File: src/rtl/stall_ctrl_pkg.sv
// stall_ctrl_pkg: shared encodings for the hazard/stall controller.
package stall_ctrl_pkg;
    localparam logic [1:0] MD_NONE    = 2'b00;
    localparam logic [1:0] MD_MULT    = 2'b01;
    localparam logic [1:0] MD_DIV     = 2'b10;
    localparam logic [1:0] TUSE_NEVER = 2'd3;
    localparam logic [1:0] TNEW_LW    = 2'd2;
    localparam logic [1:0] TNEW_ALU   = 2'd1;
    localparam logic [1:0] TNEW_NOW   = 2'd0;

    // A source register hazards against one in-flight writer if the result arrives too late.
    function automatic logic raw_hazard(input logic [4:0] src, input logic [1:0] tuse,
                                        input logic [4:0] a3, input logic [1:0] tnew);
        return (src != 5'd0) && (src == a3) && (tuse < tnew);
    endfunction
endpackage

File: src/rtl/stall_ctrl_md_busy_cnt.sv
// md_busy_cnt: mult/div busy counter, loaded as an MD instruction leaves E.
module md_busy_cnt
    import stall_ctrl_pkg::*;
#(
    parameter int MULT_CYCLES = 5,
    parameter int DIV_CYCLES  = 10,
    parameter int CNT_W       = 4
) (
    input  logic       Clk,
    input  logic       Reset,
    input  logic [1:0] i_md_kind,
    output logic       o_busy
);
    logic [CNT_W-1:0] r_cnt;

    always_ff @(posedge Clk) begin
        if (Reset)
            r_cnt <= '0;
        else if (i_md_kind == MD_MULT)
            r_cnt <= CNT_W'(MULT_CYCLES);
        else if (i_md_kind == MD_DIV)
            r_cnt <= CNT_W'(DIV_CYCLES);
        else if (r_cnt != '0)
            r_cnt <= r_cnt - 1'b1;
    end

    assign o_busy = (r_cnt != '0) || (i_md_kind != MD_NONE);
endmodule

File: src/rtl/stall_ctrl.sv
// stall_ctrl: D-stage hazard detection against shadow E/M state, driving PC/F->D stalls and the D->E bubble.
module stall_ctrl
    import stall_ctrl_pkg::*;
#(
    parameter int MULT_CYCLES = 5,
    parameter int DIV_CYCLES  = 10,
    parameter int CNT_W       = 4
) (
    input  logic       Clk,
    input  logic       Reset,
    input  logic [4:0] D_Rs,
    input  logic [4:0] D_Rt,
    input  logic [1:0] D_TuseRs,
    input  logic [1:0] D_TuseRt,
    input  logic [4:0] D_A3,
    input  logic [1:0] D_Tnew,
    input  logic [1:0] D_MDKind,
    input  logic       D_UsesMD,
    output logic       F_PC_En,
    output logic       D_RegD_En,
    output logic       E_RegE_Clr,
    output logic       Busy
);
    logic [4:0] r_e_a3;
    logic [1:0] r_e_tnew;
    logic [1:0] r_e_md;
    logic [4:0] r_m_a3;
    logic [1:0] r_m_tnew;
    logic       w_stall_rs;
    logic       w_stall_rt;
    logic       w_stall;

    assign w_stall_rs = raw_hazard(D_Rs, D_TuseRs, r_e_a3, r_e_tnew) ||
                        raw_hazard(D_Rs, D_TuseRs, r_m_a3, r_m_tnew);
    assign w_stall_rt = raw_hazard(D_Rt, D_TuseRt, r_e_a3, r_e_tnew) ||
                        raw_hazard(D_Rt, D_TuseRt, r_m_a3, r_m_tnew);
    assign w_stall    = w_stall_rs || w_stall_rt || (D_UsesMD && Busy);

    assign F_PC_En    = ~w_stall;
    assign D_RegD_En  = ~w_stall;
    assign E_RegE_Clr = w_stall;

    // M advances even while D stalls, so the E bubble drains the older writer out.
    always_ff @(posedge Clk) begin
        if (Reset) begin
            r_e_a3   <= '0;
            r_e_tnew <= '0;
            r_e_md   <= MD_NONE;
            r_m_a3   <= '0;
            r_m_tnew <= '0;
        end else begin
            r_e_a3   <= w_stall ? 5'd0 : D_A3;
            r_e_tnew <= w_stall ? 2'd0 : D_Tnew;
            r_e_md   <= w_stall ? MD_NONE : D_MDKind;
            r_m_a3   <= r_e_a3;
            r_m_tnew <= (r_e_tnew == 2'd0) ? 2'd0 : r_e_tnew - 2'd1;
        end
    end

    md_busy_cnt #(
        .MULT_CYCLES(MULT_CYCLES),
        .DIV_CYCLES (DIV_CYCLES),
        .CNT_W      (CNT_W)
    ) u_md_busy_cnt (
        .Clk      (Clk),
        .Reset    (Reset),
        .i_md_kind(r_e_md),
        .o_busy   (Busy)
    );
endmodule

File: config.mk
export PLATFORM = sky130hd
export DESIGN_NAME = stall_ctrl
export DESIGN_NICKNAME = d
export VERILOG_FILES = /design/src/rtl/stall_ctrl_pkg.sv /design/src/rtl/stall_ctrl_md_busy_cnt.sv /design/src/rtl/stall_ctrl.sv
export SDC_FILE = /design/constraint.sdc
export NUM_CORES = 1
export LEC_CHECK = 0
export ABC_AREA = 1
export CORE_MARGIN = 5
export CORE_UTILIZATION = 40
export CTS_CLUSTER_DIAMETER = 30
export DETAILED_ROUTE_END_ITERATION = 8
export GPL_TIMING_DRIVEN = 1
export PLACE_DENSITY = 0.67
export SYNTH_ARGS = -nofsm -noshare
export SYNTH_HDL_FRONTEND = slang
export SYNTH_HIERARCHICAL = 1
export SYNTH_SLANG_ARGS = --single-unit
export TNS_END_PERCENT = 30
File: constraint.sdc
create_clock -name Clk -period 1.7 [get_ports Clk]
set_input_delay 0.17 -clock Clk [delete_from_list [all_inputs] [get_ports Clk]]
set_output_delay 0.17 -clock Clk [all_outputs]
set_load 0.005 [all_outputs]
# After elaboration in Yosys (flattened, before gate mapping)
# Index checks and enable logic that the tools add are counted.
[word_totals]
reg_bits = 20
inputBits = 26
out_inout_bits = 4
elab_cells = 47
[classes]
addsub = 2
n_lt_le_gt_ge = 4
n_eq_ne = 6
n_mux = 3
bitwise = 1
n_reduce_logical = 24
[ops]
columns = ["op", "n"]
rows = [
  ["== test 5 bit", 4],
  ["nonzero test 5 bit", 2],
  ["logical AND 1 bit", 9],
  ["less-than comparator 2 bit", 4],
  ["two-way mux 4 bit", 2],
  ["OR reduction 2 bit", 3],
  ["logical OR 1 bit", 5],
  ["nonzero test 2 bit", 2],
  ["nonzero test 4 bit", 1],
  ["subtractor 4 x 1 -> 4 bit, second input constant", 1],
  ["two-way mux 3 bit", 1],
  ["nonzero test 3 bit", 1],
  ["== test 2 x 1 -> 1 bit, second input constant", 1],
  ["== test 2 bit, second input constant", 1],
  ["zero test 2 bit", 1],
  ["subtractor 2 x 1 -> 2 bit, second input constant", 1],
  ["NOT 1 bit", 1],
]

# Longest topological paths before layout
[logic_depth]
depth_word = 7
mapped_depth = 11
depth_no_buf = 10

# Cells and area by module
# The synthesis kept the hierarchy.
[modules_own_cells]
columns = ["module", "n_inst", "cells_each", "area_per_inst_um2", "seq_area_each_um2"]
rows = [
  ["stall_ctrl", 1, 149, 950.9, 320.3],
  ["md_busy_cnt", 1, 46, 294.0, 80.1],
]

# Least setup slack after synthesis
# No wires, ideal clock.
[synth_path]
kind = "reg2out"
start = "register r_e_tnew[1]"
end = "output port F_PC_En"
t_arrival_ns = 1.310
t_required_ns = 1.530
slack_ns = 0.220
path_stages_with_launch = 11
n_path_buf = 1
cell_sequence = "dfxtp_1 inv_1 ha_1 a21boi_0 nor2_1 nand3_1 nand2_1 nand2_2 nand3_1 inv_1 buf_4"
[synth_between]
elab_chain_len = 6
word_cells_on_any_way = 9
classes_between = "order compare (2); bitwise (1); reduce/logical (6)"
[synth_lines]
columns = ["item", "line", "source"]
rows = [
  ["from (decl)", "stall_ctrl.sv:25", "logic [1:0] r_e_tnew;"],
  ["from (signal assigned)", "stall_ctrl.sv:53", "r_e_tnew <= w_stall ? 2'd0 : D_Tnew;"],
  ["less-than comparator 2 bit", "stall_ctrl_pkg.sv:14", "return (src != 5'd0) && (src == a3) && (tuse < tnew);"],
  ["logical AND 1 bit", "stall_ctrl_pkg.sv:14", ""],
  ["logical OR 1 bit, on equally long branches", "stall_ctrl.sv:33, stall_ctrl.sv:35", ""],
  ["logical OR 1 bit * (2 in a row)", "stall_ctrl.sv:37", "assign w_stall = w_stall_rs || w_stall_rt || (D_UsesMD && Busy);"],
  ["via E_RegE_Clr", "stall_ctrl.sv:21", "output logic E_RegE_Clr,"],
  ["NOT 1 bit *", "--", ""],
  ["to (decl)", "stall_ctrl.sv:19", "output logic F_PC_En,"],
]
# Mark *: on every way through the listed nets, which the timed path passes. The rest lies on a longest branch.

# Final worst setup path
[layout_path]
start = "input port D_TuseRt[1]"
end = "output port D_RegD_En"
[layout_between]
elab_chain_len = 6
word_cells_on_any_way = 8
classes_between = "order compare (2); bitwise (1); reduce/logical (5)"
[layout_lines]
columns = ["item", "line", "source"]
rows = [
  ["from (decl)", "stall_ctrl.sv:14", "input logic [1:0] D_TuseRt,"],
  ["less-than comparator 2 bit", "stall_ctrl_pkg.sv:14", ""],
  ["logical AND 1 bit", "stall_ctrl_pkg.sv:14", ""],
  ["logical OR 1 bit *", "stall_ctrl.sv:35", "assign w_stall_rt = raw_hazard(D_Rt, D_TuseRt, r_e_a3, r_e_tnew) ||"],
  ["logical OR 1 bit * (2 in a row)", "stall_ctrl.sv:37", ""],
  ["NOT 1 bit *", "stall_ctrl.sv:40", "assign D_RegD_En = ~w_stall;"],
  ["to (decl)", "stall_ctrl.sv:20", "output logic D_RegD_En,"],
]
# Mark *: on every way between the ends. The rest lies on a longest branch, timed or not.

==> reports/metrics.csv <==
metric;value;unit
clk_pin_slew_worst_paths;0.11;ns
dpl.cell_count;283;
portBuffers;29;
arrival;1.62;ns
dr_total_vias;1274;
cts_buffer_depth;2;
initial_core_util;41.1;%
htree_levels;1;
grt_pass1_vias;1144;
dieArea;4330;um^2
synth-seq-cells;20;
synth_enable_flop_cells;0;
synth_xor_area_share;2.11;%
crit_type;primary input to output pin;
synth_async_sr_flop_share;0;%
yosysWarningCount;6;
violations;negative setup slack;
max_slew.worst_pin.slew;0.246;ns
period_needed;1.79;ns
hold_depth;3;
maxSlewHeadroom;83.6;%
synth_compound_area_share;7.44;%
syn_inst;195;
dp_hpwl;2.31;mm
drt_first_pass_iters;4;
antenna_found_initial;0;
crit_path_end_kind;output pin;
synth_simple_gate_area_share;34.8;%
synth.top_cells.by_count;nand2_1, inv_1, nor2_1;
core-area;3030;um^2
worstRegToRegCells;10;
r2r_slack;0.20;ns
yosys.area.top_type;dfxtp_1;
antenna_left;0;
viasPerCell;4.39;
yosysUniqueCellTypes;22;
post-place-ws;-0.580;ns
drtIter0Drc;39;
grt_pass1_wl;4.58;mm
gr-total-overflow;0;
syn_area_per_cell;6.38;um^2
drv_cap;0;
cts_made_buffers;3;
drive_gt1_share;19.1;%
critPathMaxFanout;2;
fin_nets;282;
stdcell_area;1820;um^2
ir_drop;0.000727;V
fin_cells;290;
fill_cells;300;
insertion_delay;0.30;ns
grt_usage;13.7;%
cts.sinks;20;
synth_mux_area_share;0;%
grt_setup_unrepaired;true;
yosysTopAreaCellShare;32.2;%
die-width;65.8;um
syn_area;1240;um^2
synth_ff_type;dfxtp_1;
syn_to_final_growth;46.0;%
drc;0;
postPlaceCellArea;1710;um^2
rows;20;
critPathLaunchType;primary input;
hold_path.class;primary input to flip-flop;
powerDensity;1000;nW/um^2
min_period_over_period;105;%
ioPinCount;30;
max_freq;559;MHz
cts_tree;yes;
setup_ws;-0.0904;ns
final_hold_viol_count;0;
place_congestion;0.854;
yosys-top-cells-area;dfxtp_1, nand2_1, inv_1, nor2_1, ha_1;
wirelength;2.84;mm
grt_max_degree;12;
die-height;65.8;um
synth_top_family_by_area;simple AND/OR/NAND/NOR gates;
fin_skew;0.00267;ns
post_drt_wl_per_cell;9.79;um
p_leak;0.000910;uW
cp.required;1.53;ns
syn_nets;230;
root_buffer;clkbuf_4;
antenna_cells;0;
final_util;60.0;%
synth_most_common_cell;nand2_1;
synthAdderAreaFrac;9.05;%
setup_violations;3;
ys_seq_area_share;32.2;%
outcome;finished, violations left;
slew_violations;0;
==> placed cells by master (no fill, tap or decap) <==
master	instances
nand2_1	44
inv_1	40
nor2_1	31
clkdlybuf4s50_1	24
buf_4	21
dfxtp_1	17
nand3_1	12
a21oi_1	6
ha_1	6
o21ai_0	4
nor3_1	4
inv_2	4
xor2_1	3
ha_4	3
clkbuf_4	3
dfxtp_2	3
nand4_1	2
nand2_2	2
o21bai_1	2
a21boi_2	2
nand3_2	2
buf_6	2
inv_4	1
o211ai_1	1
o21ai_1	1
and2_1	1
nand4_4	1
clkbuf_8	1
dlygate4sd2_1	1
buf_2	1
nor2_2	1
==> final cells by class <==
cell class,count,area [um^2],share of cell area (%)
flip-flops and latches,20,404,22.2
inverters,45,171,9.43
repair buffers,49,434,23.9
well taps,44,55.1,3.03
clock buffers,4,36.3,2.00
multi-input cells,128,717,39.4
==> state kept, by name, indices dropped and copies added (netlist names) <==
signal               count
r_e_tnew                 2
r_e_md                   2
r_m_tnew                 2
r_m_a3                   5
r_e_a3                   5
u_md_busy_cnt/r_cnt      4
==> metrics by stage <==
step	setup TNS [ns]	hold slack, ns	power (uW)
3_3_place_gp	-1.47	0.441	1520
6_report	-0.247	0.374	1820
2_1_floorplan	0	0.282	1120
3_5_place_dp	-2.39	0.446	1530
5_1_grt	-0.560	0.355	2000
4_1_cts	-0.264	0.358	1810
==> critical path, stage by stage <==
cell	delay, ns
clkdlybuf4s50_1	0.47
ha_1	0.31
nand2_1	0.05
and2_1	0.14
nand3_1	0.08
nand2_1	0.07
nand2_2	0.08
nand3_2	0.09
inv_2	0.08
buf_6	0.09
==> timing repair <==
| action | in CTS | in global routing |
|---|---|---|
| buffers inserted | 3 | 0 |
| setup endpoints to repair | 4 | 3 |
| resized for setup | 27 | 6 |
| hold buffers | 0 | 0 |
| cloned | 0 | 0 |
| pin swaps | 7 | 3 |
==> cells by family (layout without fill, tap and decap cells) <==
group,count (synthesis),in the layout
and+or+nand+nor,100,100
DFF,20,20
xor gates and xnor gates,3,3
buffers and inverters,47,98
AOI/OAI and AO/OA,16,16
adders and majority gates,9,9
==> path summary, 6_finish.rpt <==
path / startpoint / end
min reg2reg: u_md_busy_cnt/r_cnt[0] / u_md_busy_cnt/r_cnt[0]
max: D_TuseRt[1] / D_RegD_En
min: D_Tnew[1] / r_e_tnew[1]
max reg2reg: r_e_tnew[1] / r_e_tnew[1]
==> routing by layer <==
layer / global-route usage (%) / share of wire (%) / vias up
met2: 24.8 / 49 / 23
met1: 15.4 / 45 / 556
met3: 2.89 / 5.4 / 4
met4: 5.44 / 1.1 / 0
met5: 0 / 0 / -
li1: - / - / 691
==> power breakdown <==
part	switching (uW)	leakage [uW]	internal, uW	total (uW)
registers	60.0	0.000166	565	625
logic	446	0.000723	474	920
clock network	144	0.0000210	131	275
total	650	0.000910	1170	1820
No activity file was read; power rests on OpenSTA's default activity.
